--- config.mk ---
export PLATFORM = sky130hd
export DESIGN_NAME = decode_scoreboard
export DESIGN_NICKNAME = d
export VERILOG_FILES = /design/src/rtl/decode_scoreboard_pkg.sv /design/src/rtl/scoreboard_match.sv /design/src/rtl/decode_scoreboard.sv
export SDC_FILE = /design/constraint.sdc
export NUM_CORES = 1
export LEC_CHECK = 0
export BUFFER_PORTS_ARGS = -buffer_cell sky130_fd_sc_hd__buf_4
export CAP_MARGIN = 20
export CORE_ASPECT_RATIO = 1.2
export CORE_UTILIZATION = 38
export CTS_CLUSTER_SIZE = 30
export DETAILED_ROUTE_END_ITERATION = 6
export PLACE_DENSITY = 0.69
export RECOVER_POWER = 25
export SLEW_MARGIN = 5
export SYNTH_ARGS = -nofsm -noshare
export SYNTH_HDL_FRONTEND = slang
export SYNTH_SLANG_ARGS = --single-unit
--- constraint.sdc ---
create_clock -name clk -period 1.95 [get_ports clk]
set_clock_uncertainty 0.15 [all_clocks]
set_input_delay 0.2925 -clock clk [delete_from_list [all_inputs] [get_ports clk]]
set_output_delay 0.2925 -clock clk [all_outputs]
set_load 0.005 [all_outputs]
--- src/rtl/decode_scoreboard_pkg.sv ---
// Shared types and encodings for the decode-stage hazard scoreboard.
package decode_scoreboard_pkg;

  localparam int unsigned REG_W = 3;
  localparam int unsigned FWD_W = 2;
  localparam int unsigned CNT_W = 16;

  localparam logic [FWD_W-1:0] FWD_RF    = 2'b00;
  localparam logic [FWD_W-1:0] FWD_EXMEM = 2'b01;
  localparam logic [FWD_W-1:0] FWD_MEMWB = 2'b10;

  typedef struct packed {
    logic             valid;
    logic [REG_W-1:0] regsel;
    logic             is_load;
  } entry_t;

endpackage

--- src/rtl/scoreboard_match.sv ---
// Compares one ID source operand against the EX and MEM in-flight destinations.
module scoreboard_match
  import decode_scoreboard_pkg::*;
(
  input  logic             en,
  input  logic [REG_W-1:0] regsel,
  input  entry_t           ex,
  input  logic             mem_valid,
  input  logic [REG_W-1:0] mem_regsel,
  output logic             hit_ex,
  output logic             hit_ex_load,
  output logic             hit_mem
);

  always_comb begin
    hit_ex      = en & ex.valid & (ex.regsel == regsel);
    hit_ex_load = hit_ex & ex.is_load;
    hit_mem     = en & mem_valid & (mem_regsel == regsel);
  end

endmodule

--- src/rtl/decode_scoreboard.sv ---
// Decode-stage hazard unit: ID stall, registered EX forwarding selects, stall counter.
module decode_scoreboard
  import decode_scoreboard_pkg::*;
#(
  parameter int unsigned FORWARD = 1
) (
  input  logic             clk,
  input  logic             rst,
  input  logic             id_valid,
  input  logic             id_read1en,
  input  logic             id_read2en,
  input  logic [REG_W-1:0] id_read1regsel,
  input  logic [REG_W-1:0] id_read2regsel,
  input  logic             id_write,
  input  logic [REG_W-1:0] id_writeregsel,
  input  logic             id_is_load,
  input  logic             flush,
  output logic             stall,
  output logic [FWD_W-1:0] ex_fwd1,
  output logic [FWD_W-1:0] ex_fwd2,
  output logic [CNT_W-1:0] stall_count,
  output logic             err
);

  // WB needs no storage: the bypassing register file already covers WB-to-ID.
  entry_t           ex_q;
  logic             mem_valid_q;
  logic [REG_W-1:0] mem_regsel_q;

  logic             hit1_ex, hit1_ex_load, hit1_mem;
  logic             hit2_ex, hit2_ex_load, hit2_mem;
  logic             stall_cond;
  logic [FWD_W-1:0] fwd1_d, fwd2_d;
  entry_t           ex_d;

  scoreboard_match u_match1 (
    .en          (id_valid & id_read1en),
    .regsel      (id_read1regsel),
    .ex          (ex_q),
    .mem_valid   (mem_valid_q),
    .mem_regsel  (mem_regsel_q),
    .hit_ex      (hit1_ex),
    .hit_ex_load (hit1_ex_load),
    .hit_mem     (hit1_mem)
  );

  scoreboard_match u_match2 (
    .en          (id_valid & id_read2en),
    .regsel      (id_read2regsel),
    .ex          (ex_q),
    .mem_valid   (mem_valid_q),
    .mem_regsel  (mem_regsel_q),
    .hit_ex      (hit2_ex),
    .hit_ex_load (hit2_ex_load),
    .hit_mem     (hit2_mem)
  );

  function automatic logic [FWD_W-1:0] fwd_sel(input logic hit_ex, input logic hit_ex_load,
                                               input logic hit_mem);
    logic [FWD_W-1:0] sel;
    sel = FWD_RF;
    if (hit_ex && !hit_ex_load) sel = FWD_EXMEM;
    else if (hit_mem)           sel = FWD_MEMWB;
    return sel;
  endfunction

  always_comb begin
    stall_cond = 1'b0;
    fwd1_d     = FWD_RF;
    fwd2_d     = FWD_RF;
    if (FORWARD != 32'd0) stall_cond = hit1_ex_load | hit2_ex_load;
    else                  stall_cond = hit1_ex | hit1_mem | hit2_ex | hit2_mem;
    stall = stall_cond & ~flush;
    // Selects only matter for an instruction that actually issues into EX.
    if ((FORWARD != 32'd0) && !stall_cond && !flush) begin
      fwd1_d = fwd_sel(hit1_ex, hit1_ex_load, hit1_mem);
      fwd2_d = fwd_sel(hit2_ex, hit2_ex_load, hit2_mem);
    end
    ex_d.valid   = id_valid & id_write & ~stall & ~flush;
    ex_d.regsel  = id_writeregsel;
    ex_d.is_load = id_is_load;
  end

  always_ff @(posedge clk) begin
    if (rst) begin
      ex_q         <= '0;
      mem_valid_q  <= 1'b0;
      mem_regsel_q <= '0;
      ex_fwd1      <= FWD_RF;
      ex_fwd2      <= FWD_RF;
      stall_count  <= '0;
      err          <= 1'b0;
    end else begin
      ex_q         <= ex_d;
      mem_valid_q  <= ex_q.valid & ~flush;
      mem_regsel_q <= ex_q.regsel;
      ex_fwd1      <= fwd1_d;
      ex_fwd2      <= fwd2_d;
      if (stall && (stall_count != {CNT_W{1'b1}})) stall_count <= stall_count + CNT_W'(1);
      err          <= id_valid & id_is_load & ~id_write;
    end
  end

endmodule

==> results.sh, run 1 <==
export IMPL_r2r_start="ex_q[2]"
export IMPL_ys_ff_latch=30
export IMPL_avgSynthCellArea_um2=9.43
export IMPL_yosysSeqAreaShare=0.436
export IMPL_synth_top_area_share=0.436
export IMPL_worstPathArrival_ns=2.19
export IMPL_critical_path_class="register to register"
export IMPL_critical_path_startpoint="ex_q[2]"
export IMPL_syn_inst=146
export IMPL_ios=39
export IMPL_r2r_slack_ns=-0.22
export IMPL_rsz0062_at_grt="true"
export IMPL_cts_buffer_depth=2
export IMPL_die_h_um=67.9
export IMPL_reg2reg_to="stall_count[0]"
export IMPL_hp_class="primary input to register"
export IMPL_slew_viol_final=0
export IMPL_path_max_fanout=4
export IMPL_drt_iter0_drc=55
export IMPL_area_growth_pct=62.5
export IMPL_via_count=1436
export IMPL_grt_pass1_wl_mm=6.15
export IMPL_cts_root_buf="clkbuf_8"
export IMPL_yosys_area_top_type="dfxtp_1"
export IMPL_via_per_inst=5.34
export IMPL_drv_cap=0
export IMPL_start_util=0.405
export IMPL_fmax_mhz=460
export IMPL_power_density_nw_per_um2=574
export IMPL_overflow=0
export IMPL_layout_drive_gt1_share=0.474
export IMPL_drc=2
export IMPL_clkTransAtPathRegs_ns=0.06
export IMPL_failed_checks="DRC, setup timing"
export IMPL_ant_nets=0
export IMPL_fp_dieW_um=56.9
export IMPL_clk_latency_ns=0.29
export IMPL_yosys_warnings=0
export IMPL_cts_sinks=30
export IMPL_place_congestion=0.801
export IMPL_port_buffers=38
export IMPL_htree_num_levels=2
export IMPL_required_ns=1.97
export IMPL_tightestPinTransition_ns=0.435
export IMPL_grt_max_degree=27
export IMPL_pre_cts_slack_ns=-0.273
export IMPL_irDropWorstVdd_mv=0.446
export IMPL_grt_usage=0.211
export IMPL_setup_viol=13
export IMPL_dp_hpwl_mm=2.86
export IMPL_wl_mm=3.85
export IMPL_grt_pass1_vias=1407
export IMPL_start_kind="register"
export IMPL_layout_cells_non_filler=269
export IMPL_syn_area_um2=1380
export IMPL_diodes=0
export IMPL_synthTopCellsByArea="dfxtp_1 (44%), xnor2_1 (5.1%), xor2_1 (5.1%), a21oi_1 (4.0%), nand4_1 (3.6%)"
export IMPL_dieArea_um2=3870
export IMPL_finalPower_w=0.00128
export IMPL_relSlewSlack=0.707
export IMPL_synth_distinct_cells=32
export IMPL_period_needed_ns=2.17
export IMPL_drtPass1Iterations=6
export IMPL_dp_cells=256
export IMPL_setup_ws_ns=-0.225
export IMPL_hold_viol_final=0
export IMPL_num_rows=23
export IMPL_wire_per_inst_um=14.3
export IMPL_period_share=1.12
export IMPL_antenna_found_initial=0
export IMPL_core_um2=3400
export IMPL_end_kind="register"
export IMPL_nets=249
export IMPL_crit_end="stall_count[0]"
export IMPL_syn_nets=164
export IMPL_outcome="finished with violations"
export IMPL_r2r_cells=6
export IMPL_cts_tree="built"
export IMPL_p_leak_nw=0.900
export IMPL_cts_buffers=5
[routing by layer]
metal / share of wire / wire [um] / track usage
met1: 0.37 / 1440 / 0.218
met2: 0.57 / 2200 / 0.396
met3: 0.039 / 149 / 0.0529
met4: 0.016 / 63 / 0.107
met5: 0 / 0 / 0
[cells in the mapped netlist]
| cell | number |
|---|---|
| nor2_1 | 8 |
| o31ai_1 | 6 |
| and3_1 | 3 |
| a21oi_1 | 11 |
| and3b_1 | 1 |
| and4_1 | 2 |
| or3_1 | 5 |
| dfxtp_1 | 30 |
| or4_4 | 2 |
| o211ai_1 | 2 |
| and2_1 | 1 |
| a2111oi_2 | 1 |
| clkbuf_1 | 3 |
| a21o_1 | 1 |
| ha_1 | 1 |
| a2111oi_1 | 1 |
| o21ai_0 | 6 |
| nor4_1 | 3 |
| nor4_2 | 2 |
| or4_1 | 6 |
| nor4b_1 | 1 |
| xnor2_1 | 8 |
| nand4_1 | 8 |
| inv_1 | 1 |
| a2111oi_0 | 2 |
| buf_6 | 1 |
| nor2b_1 | 8 |
| nand2_1 | 6 |
| mux2i_1 | 1 |
| xor2_1 | 8 |
| nand3_1 | 6 |
| o22ai_1 | 1 |
[area by class of cell]
type,count,area (um2)
clock buffers,6,82.6
clock inverters,2,12.5
fillers,277,1160
inverters,1,3.75
multi-input cells,111,868
flip-flops and latches,30,608
well taps,37,46.3
repair buffers,82,616
[state kept, by name, indices dropped and copies added (netlist names)]
register      count
mem_regsel_q      3
ex_q              5
err               1
stall_count      16
ex_fwd2           2
mem_valid_q       1
ex_fwd1           2
[timing repair]
action	in CTS	in global routing
gates resized for setup	11	10
hold endpoints to repair	0	0
setup buffers	2	3
setup endpoints to repair	14	17
pin swaps	6	5
hold buffers	0	0
[cell families (layout without fill, tap and decap cells)]
kind of cell	Yosys count	in the layout	share of synthesized area
AND/OR/NAND/NOR	62	62	0.280
AO/OA/AOI/OAI	31	31	0.146
flip-flops	30	30	0.436
XOR/XNOR	16	16	0.102
buffers and inverters	5	91	0.0191
adder cells (fa/ha/maj)	1	1	0.00909
multiplexers	1	1	0.00727
[report_power, final]
part	total, W	switching [W]	internal, W	leakage [nW]
sequential	0.000630	0.00000887	0.000621	0.245
combinational	0.000123	0.0000556	0.0000670	0.607
clock	0.000531	0.000248	0.000283	0.0472
total	0.00128	0.000312	0.000971	0.900
[how the worst min path moves through the flow]
stage | from | end | slack (ns) | cells past startpoint
2_1_floorplan | flush | ex_fwd1[0] | 0.22 | 1
3_3_place_gp | ex_q[4] | mem_valid_q | 0.34 | 1
3_5_place_dp | ex_q[3] | mem_regsel_q[2] | 0.35 | 1
4_1_cts | id_writeregsel[2] | ex_q[3] | 0.06 | 2
5_1_grt | id_writeregsel[2] | ex_q[3] | 0.07 | 2
6_report | id_writeregsel[2] | ex_q[3] | 0.06 | 2
[layout by cell type (no fill, tap or decap), types with 2 or more instances in the layout]
cell and instances:
and4_1 2, xor2_2 3, nand2_1 6, dfxtp_2 3
or4_4 3, or3_1 5, a2111oi_0 2, nor2b_1 8
a21oi_1 11, and3_1 3, buf_4 82, nand3_1 6
xor2_1 4, dfxtp_1 26, nor4_4 2, xnor2_1 8
o211ai_1 2, or4_1 5, nand4_1 8, o21ai_0 5
nor2_1 7, clkbuf_8 6, nor4_1 3, o31ai_1 6
[critical path: stages, from the launching register on]
cell and delay, ns:
dfxtp_2 0.35, xor2_1 0.21, or4_4 0.58, a2111oi_4 0.42, buf_4 0.18, xnor2_1 0.11, nor2_1 0.06
[metrics by stage]
stage / area (um2) / setup TNS, ns / hold WS, ns / utilization
final: 2240 / -1.80 / 0.0643 / 0.659
after global routing: 2240 / -2.78 / 0.0685 / 0.659
after CTS: 2160 / -1.80 / 0.0582 / 0.636
after detailed placement: 2000 / -2.64 / 0.348 / 0.589
after global placement: 2000 / -2.16 / 0.341 / 0.589
after floorplan: 1400 / -0.479 / 0.220 / -
Power figures use the tool's default switching activity.
==> run 2, diff against run 1 <==
PLACE_DENSITY = not set   (was 0.69)
PLACE_DENSITY_LB_ADDON = 0.3   (was not set)
RECOVER_POWER = not set   (was 25)
==> run 2 against run 1 <==
Worst hold slack improved by 0.011 ns. The run still ends with DRC, setup timing left. Non-clock buffer count fell by 12. Setup slack improved by 0.0034 ns. Die area did not move. Power decreased by 4.1%. Design area shrank 3.9%. First-iteration DRC count is 3.6% lower. Largest cell class unchanged. Sequential power barely moved. Sequential share of layout area grew 1.1 points.
==> results.sh, run 2 (same netlist as run 1, synthesis figures left out) <==
export IMPL_r2r_slack_ns=-0.22
export IMPL_drtPass1Iterations=6
export IMPL_max_stage_delay_ns=0.61
export IMPL_wire_per_inst_um=15.3
export IMPL_p_leak_nw=0.844
export IMPL_overflow=0
export IMPL_ant_nets=0
export IMPL_power_density_nw_per_um2=572
export IMPL_place_congestion=0.725
export IMPL_num_rows=23
export IMPL_via_count=1466
export IMPL_layout_drive_gt1_share=0.475
export IMPL_switching_share=0.225
export IMPL_p_int_w=0.000954
export IMPL_rsz0062_at_grt="true"
export IMPL_required_ns=2.02
export IMPL_diodes=0
export IMPL_wl_met3_um=177
export IMPL_cts_buffer_depth=2
export IMPL_grt_pass1_vias=1369
export IMPL_worst_path_most_repeated_cell="or4_4"
export IMPL_outcome="finished with violations"
export IMPL_via_per_inst=5.73
export IMPL_end_kind="register"
export IMPL_worstPathCellList="xor2_2, or4_4, a21o_4, or4_4, a21oi_2"
export IMPL_worstPathArrival_ns=2.24
export IMPL_layout_cells_non_filler=256
export IMPL_hold_path_cell_count=2
export IMPL_start_util=0.405
export IMPL_grt_pass1_wl_mm=5.93
export IMPL_crit_slowest_cell="or4_4"
export IMPL_ios=39
export IMPL_power_switching_w=0.000277
export IMPL_nets=238
export IMPL_layout_common_cells="buf_4 (70), dfxtp_1 (25), xnor2_1 (8), nand4_1 (8)"
export IMPL_drc=6
export IMPL_top_register="stall_count"
export IMPL_p_seq_frac=0.512
export IMPL_largest_reg_flops=16
export IMPL_tightestPinTransition_ns=0.390
export IMPL_r2r_start="ex_q[2]"
export IMPL_pwr_share_comb=0.094
export IMPL_setup_ws_ns=-0.222
export IMPL_path_max_fanout=7
export IMPL_setup_viol=13
export IMPL_relSlewSlack=0.739
export IMPL_layout_commonest_cell="buf_4"
export IMPL_drt_iter0_drc=53
export IMPL_dieArea_um2=3870
export IMPL_core_um2=3400
export IMPL_wl_mm=3.91
export IMPL_finalPower_w=0.00123
export IMPL_port_buffers=38
export IMPL_pwr_share_clk=0.394
export IMPL_num_fill_cells=282
export IMPL_top_regs="stall_count x16, ex_q x5, mem_regsel_q x3"
export IMPL_holdCritStartpoint="id_writeregsel[1]"
export IMPL_cts_root_buf="clkbuf_8"
export IMPL_wl_met2_mm=2.10
export IMPL_reg2reg_to="stall_count[6]"
export IMPL_irDropWorstVdd_mv=0.450
export IMPL_pre_cts_slack_ns=-0.291
export IMPL_dp_hpwl_mm=2.71
export IMPL_min_to="ex_q[2]"
export IMPL_hp_class="primary input to register"
export IMPL_r2r_cells=5
export IMPL_antenna_found_initial=0
export IMPL_fp_dieW_um=56.9
export IMPL_top_layer="met4"
export IMPL_cts_buffers=5
export IMPL_critical_path_class="register to register"
export IMPL_failed_checks="DRC, setup timing"
export IMPL_htree_num_levels=2
export IMPL_crit_family="simple AND/OR/NAND/NOR gates"
export IMPL_grt_usage=0.204
export IMPL_cts_tree="built"
export IMPL_cts_sinks=30
export IMPL_area_growth_pct=56.3
export IMPL_cp_buffers_inverters=0
export IMPL_met1_length_mm=1.55
export IMPL_start_kind="register"
export IMPL_drv_cap=0
export IMPL_die_h_um=67.9
export IMPL_hold_viol_final=0
export IMPL_slew_viol_final=0
export IMPL_grt_max_degree=27
export IMPL_dp_cells=243
export IMPL_period_needed_ns=2.17
export IMPL_clk_latency_ns=0.28
export IMPL_fmax_mhz=461
export IMPL_period_share=1.11
export IMPL_tns_ns=-1.71
export IMPL_clkTransAtPathRegs_ns=0.06
export IMPL_critical_path_startpoint="ex_q[2]"
run 2: cell count changes in the layout (fill, tap and decap cells not counted), sizes merged:
cell      delta
clkinvlp     -1
clkinv       -1
buf         -12
a21o         +1
run 2: per-layer routing:
layer,global-route usage,up-vias
met4,0.0976,0
met5,0,-
met3,0.0586,9
li1,-,701
met1,0.210,712
met2,0.381,44
run 2: area by class of cell:
cell class | count | area (um2) | share of cell area
Inverter | 1 | 3.75 | 0.00175
Clock buffer | 6 | 82.6 | 0.0384
Multi-Input combinational cell | 112 | 883 | 0.411
Tap cell | 37 | 46.3 | 0.0215
Timing Repair Buffer | 70 | 526 | 0.244
Sequential cell | 30 | 609 | 0.283
run 2: how the worst max path moves through the flow:
stage	slack, ns	cells after the start	endpoint
floorplan	-0.06	6	stall_count[5]
global placement	-0.23	6	stall_count[10]
detailed placement	-0.29	6	stall_count[10]
CTS	-0.17	7	stall
global route	-0.29	5	stall_count[6]
finish	-0.22	5	stall_count[6]
run 2: power groups by stage:
| stage | clock (W) | sequential, W | combinational, W |
|---|---|---|---|
| floorplan | 0 | 0.000642 | 0.0000404 |
| global placement | 0 | 0.000642 | 0.000100 |
| detailed placement | 0 | 0.000642 | 0.000106 |
| CTS | 0.000494 | 0.000629 | 0.000113 |
| global route | 0.000525 | 0.000630 | 0.000124 |
| finish | 0.000485 | 0.000630 | 0.000116 |
run 2: stage by stage:
| step | area, um2 | util | hold slack, ns |
|---|---|---|---|
| floorplan | 1400 | - | 0.220 |
| global placement | 1900 | 0.560 | 0.335 |
| detailed placement | 1900 | 0.560 | 0.343 |
| CTS | 2050 | 0.604 | 0.0758 |
| global route | 2150 | 0.633 | 0.0844 |
| finish | 2150 | 0.633 | 0.0758 |
run 2: timing repair:
action | CTS | global route
cloned | 1 | 0
pin swaps | 2 | 10
gates resized for setup | 6 | 20
buffers inserted | 3 | 4
setup endpoints to repair | 14 | 17
hold buffers | 0 | 0
